==> src/rtl/cpu_pkg.sv <==
// Shared CPU constants: opcode values, instruction class masks and
// architectural register numbers used by the decode stages.
package cpu_pkg;

   localparam logic [5:0] OP_RTYPE = 6'h00;
   localparam logic [5:0] OP_JAL   = 6'h03;
   localparam logic [5:0] OP_BEQ   = 6'h04;
   localparam logic [5:0] OP_BNE   = 6'h05;

   // opcode[5:3] class patterns
   localparam logic [2:0] CLS_LOAD  = 3'b100;
   localparam logic [2:0] CLS_STORE = 3'b101;

   localparam logic [4:0] REG_ZERO = 5'd0;
   localparam logic [4:0] REG_RA   = 5'd31;

endpackage

==> src/rtl/operand_bypass.sv <==
// Operand select: r0 reads as zero, a same-cycle writeback to the
// addressed register wins over the register file read data.
module operand_bypass #(
   parameter int DATA_W = 32,
   parameter int ADDR_W = 5
) (
   input  logic [ADDR_W-1:0] addr,
   input  logic [DATA_W-1:0] rf_data,
   input  logic              wb_we,
   input  logic [ADDR_W-1:0] wb_wa,
   input  logic [DATA_W-1:0] wb_wd,
   output logic [DATA_W-1:0] val
);

   always_comb begin
      val = rf_data;
      if (addr == '0)
         val = '0;
      else if (wb_we && wb_wa == addr)
         val = wb_wd;
   end

endmodule

==> src/rtl/operand_fetch.sv <==
// Decode / operand-fetch stage: register reads with WB bypass,
// load-use bubble insertion and the ID/EX pipeline register.
module operand_fetch
   import cpu_pkg::*;
#(
   parameter int DATA_W = 32,
   parameter int ADDR_W = 5
) (
   input  logic              clk,
   input  logic              rst_n,
   input  logic              if_valid,
   input  logic [31:0]       if_instr,
   input  logic [31:0]       if_pc,
   output logic              if_ready,
   output logic [ADDR_W-1:0] rf_ra1,
   output logic [ADDR_W-1:0] rf_ra2,
   input  logic [DATA_W-1:0] rf_rd1,
   input  logic [DATA_W-1:0] rf_rd2,
   input  logic              wb_we,
   input  logic [ADDR_W-1:0] wb_wa,
   input  logic [DATA_W-1:0] wb_wd,
   input  logic              flush,
   input  logic              ex_ready,
   output logic              ex_valid,
   output logic [31:0]       ex_pc,
   output logic [5:0]        ex_opcode,
   output logic [5:0]        ex_funct,
   output logic [4:0]        ex_shamt,
   output logic [ADDR_W-1:0] ex_rs,
   output logic [ADDR_W-1:0] ex_rt,
   output logic [ADDR_W-1:0] ex_rd,
   output logic [DATA_W-1:0] ex_rs_val,
   output logic [DATA_W-1:0] ex_rt_val,
   output logic [31:0]       ex_imm,
   output logic              ex_is_load
);

   logic [5:0]        opcode;
   logic [5:0]        funct;
   logic [4:0]        shamt;
   logic [ADDR_W-1:0] rs;
   logic [ADDR_W-1:0] rt;
   logic [ADDR_W-1:0] rd;
   logic [ADDR_W-1:0] dst;
   logic [DATA_W-1:0] rs_val;
   logic [DATA_W-1:0] rt_val;
   logic [31:0]       imm;
   logic              is_load;
   logic              lu;
   logic              load_en;

   assign opcode  = if_instr[31:26];
   assign rs      = ADDR_W'(if_instr[25:21]);
   assign rt      = ADDR_W'(if_instr[20:16]);
   assign rd      = ADDR_W'(if_instr[15:11]);
   assign shamt   = if_instr[10:6];
   assign funct   = if_instr[5:0];
   assign imm     = {{16{if_instr[15]}}, if_instr[15:0]};
   assign is_load = (opcode[5:3] == CLS_LOAD);

   assign rf_ra1 = rs;
   assign rf_ra2 = rt;

   always_comb begin
      dst = rt;
      unique case (1'b1)
         opcode == OP_RTYPE:           dst = rd;
         opcode == OP_JAL:             dst = ADDR_W'(REG_RA);
         opcode[5:3] == CLS_STORE:     dst = ADDR_W'(REG_ZERO);
         opcode == OP_BEQ,
         opcode == OP_BNE:             dst = ADDR_W'(REG_ZERO);
         default:                      dst = rt;
      endcase
   end

   operand_bypass #(.DATA_W(DATA_W), .ADDR_W(ADDR_W)) u_byp_rs (
      .addr    (rs),
      .rf_data (rf_rd1),
      .wb_we   (wb_we),
      .wb_wa   (wb_wa),
      .wb_wd   (wb_wd),
      .val     (rs_val)
   );

   operand_bypass #(.DATA_W(DATA_W), .ADDR_W(ADDR_W)) u_byp_rt (
      .addr    (rt),
      .rf_data (rf_rd2),
      .wb_we   (wb_we),
      .wb_wa   (wb_wa),
      .wb_wd   (wb_wd),
      .val     (rt_val)
   );

   // rt is compared even for I-types: conservative but cheap
   assign lu = ex_valid && ex_is_load && ex_rd != '0 &&
               (ex_rd == rs || ex_rd == rt);

   assign if_ready = flush || (ex_ready && !lu);
   assign load_en  = !flush && ex_ready && !lu;

   always_ff @(posedge clk or negedge rst_n) begin
      if (!rst_n) begin
         ex_valid   <= 1'b0;
         ex_pc      <= '0;
         ex_opcode  <= '0;
         ex_funct   <= '0;
         ex_shamt   <= '0;
         ex_rs      <= '0;
         ex_rt      <= '0;
         ex_rd      <= '0;
         ex_rs_val  <= '0;
         ex_rt_val  <= '0;
         ex_imm     <= '0;
         ex_is_load <= 1'b0;
      end else if (load_en) begin
         ex_valid   <= if_valid;
         ex_pc      <= if_pc;
         ex_opcode  <= opcode;
         ex_funct   <= funct;
         ex_shamt   <= shamt;
         ex_rs      <= rs;
         ex_rt      <= rt;
         ex_rd      <= dst;
         ex_rs_val  <= rs_val;
         ex_rt_val  <= rt_val;
         ex_imm     <= imm;
         ex_is_load <= is_load;
      end else if (flush || (ex_ready && lu)) begin
         ex_valid <= 1'b0;
      end
   end

endmodule

==> config.mk <==
export PLATFORM = sky130hd
export DESIGN_NAME = operand_fetch
export DESIGN_NICKNAME = d
export VERILOG_FILES = /design/src/rtl/cpu_pkg.sv /design/src/rtl/operand_bypass.sv /design/src/rtl/operand_fetch.sv
export SDC_FILE = /design/constraint.sdc
export NUM_CORES = 1
export LEC_CHECK = 0
export CAP_MARGIN = 20
export CORE_MARGIN = 4
export CORE_UTILIZATION = 41
export CTS_CLUSTER_DIAMETER = 40
export DETAILED_ROUTE_END_ITERATION = 16
export PLACE_DENSITY = 0.79
export REMOVE_ABC_BUFFERS = 1
export SETUP_SLACK_MARGIN = 0.1
export SLEW_MARGIN = 20
export SYNTH_ARGS = -nofsm -noshare
export SYNTH_HDL_FRONTEND = slang
export SYNTH_HIERARCHICAL = 1
export SYNTH_SLANG_ARGS = --single-unit
==> constraint.sdc <==
create_clock -name clk -period 2.71 [get_ports clk]
set_input_delay 0.542 -clock clk [delete_from_list [all_inputs] [get_ports clk]]
set_output_delay 0.542 -clock clk [all_outputs]
set_load 0.01 [all_outputs]
# Word-level counts from Yosys, hierarchy flattened
# Cells that the tools add are included.
dict set report word_totals {
  ff_bits 146
  input_bits 171
  output_inout_bits 173
  word_cells 48
}
dict set report classes {
  eq_ne 9
  n_mux 7
  reduce_logical 20
}
# op count
set ops {}
lappend ops {{32-bit two-way mux} 4}
lappend ops {{5-bit equality test} 4}
lappend ops {{5-bit one-hot mux with 3 select lines} 1}
lappend ops {{6-bit by 3-bit equality test with 1-bit output, second input constant} 2}
lappend ops {{5-bit logical NOT} 2}
lappend ops {{1-bit logical AND} 9}
lappend ops {{3-bit equality test, second input constant} 2}
lappend ops {{6-bit by 2-bit equality test with 1-bit output, second input constant} 1}
lappend ops {{6-bit logical NOT} 1}
lappend ops {{5-bit nonzero test} 1}
lappend ops {{1-bit logical OR} 3}
lappend ops {{3-bit OR reduction} 1}
lappend ops {{1-bit logical NOT} 2}
lappend ops {{1-bit two-way mux} 2}
lappend ops {{2-bit nonzero test} 1}

# Logic depth before layout (Yosys ltp)
dict set report depth {
  ltp_word 7
  depth_mapped 7
  ltp_nobuf 5
}

# Modules after synthesis
# Netlist, hierarchy kept.
# mod n_inst cells_per_inst area_per_inst_um2 seq_area_each_um2
set modules_own_cells {}
lappend modules_own_cells {operand_fetch 1 362 5586.6 3378.2}
lappend modules_own_cells {operand_bypass 2 123 640.6 0.0}

# Worst setup path before layout
# OpenSTA, ideal clock, no wires.
dict set report synth_path {
  path_type {register -> register}
  startpoint {register ex_rd[1]}
  endpoint {register ex_funct[0]}
  setup_ps 127
  t_arrival_ps 2035
  slack_ps 548
  path_stages_with_launch 7
  n_path_buf 2
  synth_period_minus_slack_ps 2162
  path_cell_list {dfrtp_1 or3_1 o311a_1 a21oi_2 buf_4 buf_6 mux2_1}
}
dict set report synth_between {
  elab_chain_len 5
}
# element line_no
set synth_rtl {}
lappend synth_rtl {{start: declaration} operand_fetch.sv:31} ;# output logic [ADDR_W-1:0] ex_rd,
lappend synth_rtl {{start signal: assignment} operand_fetch.sv:123} ;# ex_rd <= dst;
lappend synth_rtl {{5-bit equality test or 5-bit nonzero test (tied branches)} {operand_fetch.sv:96, operand_fetch.sv:95}}
lappend synth_rtl {{1-bit logical OR or 1-bit logical AND (tied branches)} {operand_fetch.sv:96, operand_fetch.sv:95}}
lappend synth_rtl {{1-bit logical AND *} operand_fetch.sv:95} ;# assign lu = ex_valid && ex_is_load && ex_rd != '0 &&
lappend synth_rtl {{1-bit logical NOT *} operand_fetch.sv:99} ;# assign load_en = !flush && ex_ready && !lu;
lappend synth_rtl {{1-bit logical AND *} operand_fetch.sv:99}
lappend synth_rtl {{end signal: assignment} operand_fetch.sv:119} ;# ex_funct <= funct;
lappend synth_rtl {{end: declaration} operand_fetch.sv:27} ;# output logic [5:0] ex_funct,
# Every way passes the cells marked *; elsewhere a longest branch is shown, timed or not.
# A chain may end at the register's enable or synchronous reset.

# Worst setup path in the final report
dict set report layout_path {
  startpoint {register ex_rd[1]}
  endpoint {output if_ready}
}
dict set report layout_between {
  elab_chain_len 6
}
# element line_no
set layout_rtl {}
lappend layout_rtl {{5-bit equality test or 5-bit nonzero test (tied branches)} {operand_fetch.sv:96, operand_fetch.sv:95}}
lappend layout_rtl {{1-bit logical OR or 1-bit logical AND (tied branches)} {operand_fetch.sv:96, operand_fetch.sv:95}}
lappend layout_rtl {{1-bit logical AND *} operand_fetch.sv:95}
lappend layout_rtl {{1-bit logical NOT *} operand_fetch.sv:98} ;# assign if_ready = flush || (ex_ready && !lu);
lappend layout_rtl {{1-bit logical AND *} operand_fetch.sv:98}
lappend layout_rtl {{1-bit logical OR *} operand_fetch.sv:98}
lappend layout_rtl {{end: declaration} operand_fetch.sv:14} ;# output logic if_ready,
# Marked as above.

==> flow_summary.ini <==
[sta]
relSlewSlack_pct = 57.51
rsz0062_at_grt = false
timing.final.crit_share_pct = 92.90
drv_slew = 0
setup_viol = 0
period_needed_ps = 2517
worstMarginPinSlew_ps = 637.3
finClkSkew_ps = 10.84
max_freq_mhz = 397.2
hold_viol = 0

[job]
max-cap-violations = 0

[drt]
drc_errors = 0
dr_total_vias = 6135
firstDrtPassIters = 4
wl_per_cell_um = 19.80
postRouteWirelength_um = 23070
via_per_inst = 5.266
antenna_left = 0
drt_iter0_drc = 283

[placement]
postPlaceCellArea_mm2 = 0.01053
detailed_place_hpwl_um = 16960
numPortBuffers = 343
routabilityCongestion = 0.8367
dp.cells = 1130

[global_routing]
grt_usage_pct = 23.92
overflow = 0
grt_start_max_net_pins = 66
grt_pass1_wl_um = 34750
antenna_found_initial = 0
grt_pass1_vias = 6453

[cts]
clkLatencyLatePin_ps = 420
htree_levels = 4
clk_path_buf_depth = 2
cts_made_buffers = 17
clkSlewWorstSetupHoldPaths_ps = 60
cts_tree = built
clock_sinks = 135
cts_root_buffer = clkbuf_16

[die]
num_rows = 47
io_pins = 344
coreArea_mm2 = 0.01652
die_area_mm2 = 0.01889
die_height_um = 137.4
start_util_pct = 41.56
dieWidth_um = 137.4

[logic_synthesis]
muxShareOfSynthArea_pct = 21.97
synth_area_leader_cell = dfrtp_1
netlist_area_mm2 = 0.006868
yosys-top-cells-area = dfrtp_1 49%, mux2_2 12%, mux2_1 9.8%, nand4_1 5.8%, buf_4 4.4%
synth-seq-area-share_pct = 49.19
ys_types = 32
avgSynthCellArea_um2 = 11.30
post-synth-top-area-fraction_pct = 49.19
synth_top_family_by_area = multiplexers
synth_compound_area_share_pct = 6.467
synth-xor-area-share_pct = 2.678
yosys.area_share.simple_pct = 11.95
ys_warn_count = 6
yosys.area_share.adder_pct = 0
synth_seq_cells = 135
synth_cells = 608

[worst_setup_path]
worstPathMaxFanout = 2
crit-reg2reg-launch = ex_rd[1]$_DFFE_PN0P_
critPathArrivalTime_ps = 1980
crit_path_cell_trace = or3_1, o311a_1, nand2_1, a21o_1, clkdlybuf4s15_1
path_class = reg2out
r2r_end = ex_imm[13]$_DFFE_PN0P_
regToRegSetupSlack_ps = 310
path_delay_family = simple AND/OR/NAND/NOR gates
reg2regPathDepth = 7
start_kind = register
crit_path_top_delay_cell = or3_1
crit_path_end_kind = output port
path_buf_inv = 1
cpPeakStageDelay_ps = 410
worstPathRequired_ps = 2170

[layout]
final_nets = 1101
multi_input_area_mm2 = 0.002977
area_growth_pct = 62.53
register_area_mm2 = 0.003378
design_area_mm2 = 0.01116
stdcell_count = 1165
n_fill_cell = 1286
layout-drive-gt1-share_pct = 17.07

[min_path]
hp-class = in2async

[power]
power.density_mw_per_mm2 = 616.4
worst_ir_drop_vdd_uv = 375.8
leakagePower_uw = 0.004631

[run_status]
outcome = finished, final reports clean
==> flip-flops by register name (all words and copies together) (netlist names), 5 cells and up <==
| register | cells |
|---|---|
| ex_rt_val | 32 |
| ex_rs | 5 |
| ex_rs_val | 32 |
| ex_imm | 7 |
| ex_opcode | 6 |
| ex_pc | 32 |
| ex_funct | 5 |
| ex_rt | 5 |
| ex_rd | 5 |
==> layout by cell type (no fill, tap or decap), drive strengths merged, types with 4 or more instances in the layout <==
cell and n:
clkbuf 17, inv 12, o21ai 64, buf 44, xnor2 13, mux2 134
dfrtp 135, clkdlybuf4s50 338, and2 4, xor2 8, nand4 64, nand2 70
a21o 6, a31o 5
==> routing by layer <==
| metal | part of all wire [%] | wire length, um | vias up | global-route usage (%) |
|---|---|---|---|---|
| li1 | - | - | 2800 | - |
| met1 | 36 | 8346 | 2986 | 27.29 |
| met2 | 50 | 11620 | 309 | 40.62 |
| met3 | 11 | 2524 | 40 | 8.839 |
| met4 | 2.5 | 584 | 0 | 9.479 |
| met5 | 0 | 0 | - | 0 |
==> worst max-delay path by stage <==
stage	start	end	cells past startpoint	slack [ps]
detailed placement	if_instr[25]	if_ready	7	-110
CTS	if_instr[25]	if_ready	7	120
floorplan	ex_rd[1]$_DFFE_PN0P_	ex_imm[10]$_DFFE_PN0P_	4	-2760
global route	ex_rd[1]$_DFFE_PN0P_	if_ready	5	120
finish	ex_rd[1]$_DFFE_PN0P_	if_ready	5	190
global placement	if_instr[21]	if_ready	7	-90
==> metrics by stage <==
step	util [%]	TNS [ps]	hold WS [ps]	power, uW	worst slack, ps
after detailed placement	63.71	-106.2	473.9	4539	-106.2
after CTS	67.46	0	137.7	6976	124.4
after floorplan	-	-359520	246.4	3186	-2759
after global placement	63.71	-92.16	466.9	4505	-92.16
after global routing	67.52	0	157.7	7199	121.2
final	67.55	0	124.1	6880	192.5
==> cells in the mapped netlist <==
cell,instances
dfrtp_1,135
mux2_2,74
nand2_1,70
nand4_1,64
mux2_1,60
o21ai_0,54
buf_4,40
clkbuf_1,20
buf_2,17
xnor2_1,13
o21ai_1,10
xor2_1,8
a21o_1,6
buf_6,6
a31o_2,5
and2_1,4
nor3b_1,3
nand3_1,2
nor2_1,2
nor3_1,2
nor4_4,2
a21oi_2,1
a41o_1,1
and3_1,1
inv_1,1
nand2b_1,1
nand3b_1,1
nor4_1,1
o22ai_1,1
o311a_1,1
or3_1,1
or4_1,1
==> area by class of cell <==
cell class                      count  share of cell area, %
Tap cell                          220                  2.466
Sequential cell                   135                  30.27
Antenna cell                        2                0.04484
Inverter                            1                0.03363
Clock buffer                       17                  3.811
Clock inverter                     15                  1.637
Timing Repair Buffer              386                  35.07
Multi-Input combinational cell    389                  26.67
==> power breakdown <==
group	internal (uW)	switching, uW	total, uW	leakage [uW]
logic	1210	771	1980	0.00273
registers	2330	190	2520	0.00160
clock network	1400	980	2380	0.000303
total	4940	1940	6880	0.00463
==> repair_timing <==
action | CTS | global route
pin swaps | 1 | 3
buffers inserted | 1 | 0
hold buffers | 0 | 0
gates resized for setup | 2 | 4
endpoints found under the setup margin | 1 | 1
hold endpoints to repair | 0 | 0
==> cell families (layout without fill, tap and decap cells) <==
kind of cell | count (synthesis) | after routing
and+or+nand+nor | 155 | 155
muxes | 134 | 134
DFF | 135 | 135
xor gates and xnor gates | 21 | 21
AOI/OAI and AO/OA | 79 | 79
buffers and inverters | 84 | 419
other | 0 | 2
Power figures use the tool's default switching activity.
==> patch, RTL diff (same flow settings) <==
Make the reset (`rst_n`) synchronous in one clocked block.
--- a/src/rtl/operand_fetch.sv
+++ b/src/rtl/operand_fetch.sv
@@ -100,3 +100,3 @@
 
-   always_ff @(posedge clk or negedge rst_n) begin
+   always_ff @(posedge clk) begin
       if (!rst_n) begin
Check against the original RTL: differs if rst_n is asserted again (counterexample within 4 cycles, from zero or initial values and one cycle with rst_n low); with rst_n held inactive, the same outputs for 4 cycles.
==> patch against the original RTL <==
Cell area grew 0.91%. Synthesized area is 6.8% higher. Setup slack got worse by 0.013 ns. Total power is 18% lower. Wire length increased by 5.1%. Utilization decreased by 2.9 points. Clock skew barely moved. Critical endpoint unchanged. Sequential share of layout area is 6.3 points lower. Sequential cell count stayed put.
==> patch: results (changes against the original RTL) <==
Outcome:
- Status: finished clean (unchanged).

Yosys:
- The count of cell types in the netlist was 34 (was 32).
- The most frequent cell after synthesis is nand2_1 (was dfrtp_1).
- The share of the yosys chip area belonging to registers is 36.8% (was 49.2%).
- The proportion of register bits with asynchronous set or reset after synthesis is 0% (was 100%).
- Most common library cells after synthesis: nand2_1 (328), dfxtp_1 (135), mux2i_1 (134) (was dfrtp_1 (135), mux2_2 (74), nand2_1 (70)).
- Cells taking the most area after synthesis: dfxtp_1 (37%), mux2i_1 (18%), nand2_1 (17%), nand4_1 (5.5%), o21ai_0 (4.1%) (was dfrtp_1 (49%), mux2_2 (12%), mux2_1 (9.8%), nand4_1 (5.8%), buf_4 (4.4%)).

GRT:
- The maximum number of pins on one net before global-route repair was 96 (was 66).

Floorplanning:
- The overall die area is 20100 sq um (was 18900 sq um).

Cells and area:
- The relative area of clock buffers and inverters in the final design came to 5.39% (was 5.45%).
- The filler cell count is 1477 (was 1286).
- The final cell utilization of the core is 64.7% (was 67.5%).
- The portion of the layout cell area used by non-clock buffers is 33.8% (was 35.1%).

Power and ir drop:
- The net switching power of the design is 1.49 mW (was 1.94 mW).
- The share of total power in sequential cells is 38.1% (was 36.6%).

Min path:
- The kind of path behind the tightest hold check is flop to flop (was input port to async pin).

Routing:
- The detailed-route wire length per cell is 16.9 um (was 19.8 um).
- The violation count after the first detailed-routing iteration came to 500 (was 283).
- The total number of vias was 7243 (was 6135).
- The number of iterations in the first detailed-routing pass is 5 (was 4).

Setup path:
- The kind of cell adding the most delay to the critical path was buffers and inverters (was simple AND/OR/NAND/NOR gates).
- The peak per-stage delay on the critical path was 0.50 ns (was 0.41 ns).
- The capturing point of the worst reg2reg path is ex_rs_val[2]$_SDFFE_PN0P_ (was ex_imm[13]$_DFFE_PN0P_).
- The number of cells on the worst reg-to-reg path is 6 (was 7).

Timing:
- The worst-case hold slack came to 0.455 ns (was 0.124 ns).
- The relative max-transition margin is 64.5% (was 57.5%).

Placed design:
- The final estimated routing congestion in global placement is 0.870 (was 0.837).
==> patch: cell types whose count changed after synthesis, moves of 6 or more <==
cell and change:
nand2_1 +258, mux2i_1 +134, dfrtp_1 -135, mux2_2 -74, buf_6 -6, xor2_1 +10
mux2_1 -60, buf_12 +12, xnor2_1 -11, buf_2 -7, dfxtp_1 +135, o21ai_0 +6
clkbuf_1 +30
==> patch: cell families after synthesis <==
group / synth area share, %
and+or+nand+nor: 24.6
DFF: 36.8
buffers and inverters: 11.0
xor gates and xnor gates: 2.39
AOI/OAI and AO/OA: 6.87
muxes: 18.3
==> patch: metal layers <==
layer  wire length, um  share of wire, %  track usage (%)  up-vias
met2             11600                48             37.7      303
li1                  -                 -                -     3596
met3              1560               6.4             4.82       51
met1             10200                42             29.6     3293
met4               818               3.4             9.55        0
met5                 0                 0                0        -
==> patch: what timing repair did <==
action	4_1_cts	5_1_grt
hold endpoints to repair	0	0
endpoints found under the setup margin	1	1
resized for setup	3	3
buffers inserted	1	0
hold buffers	0	0
pin swaps	1	1
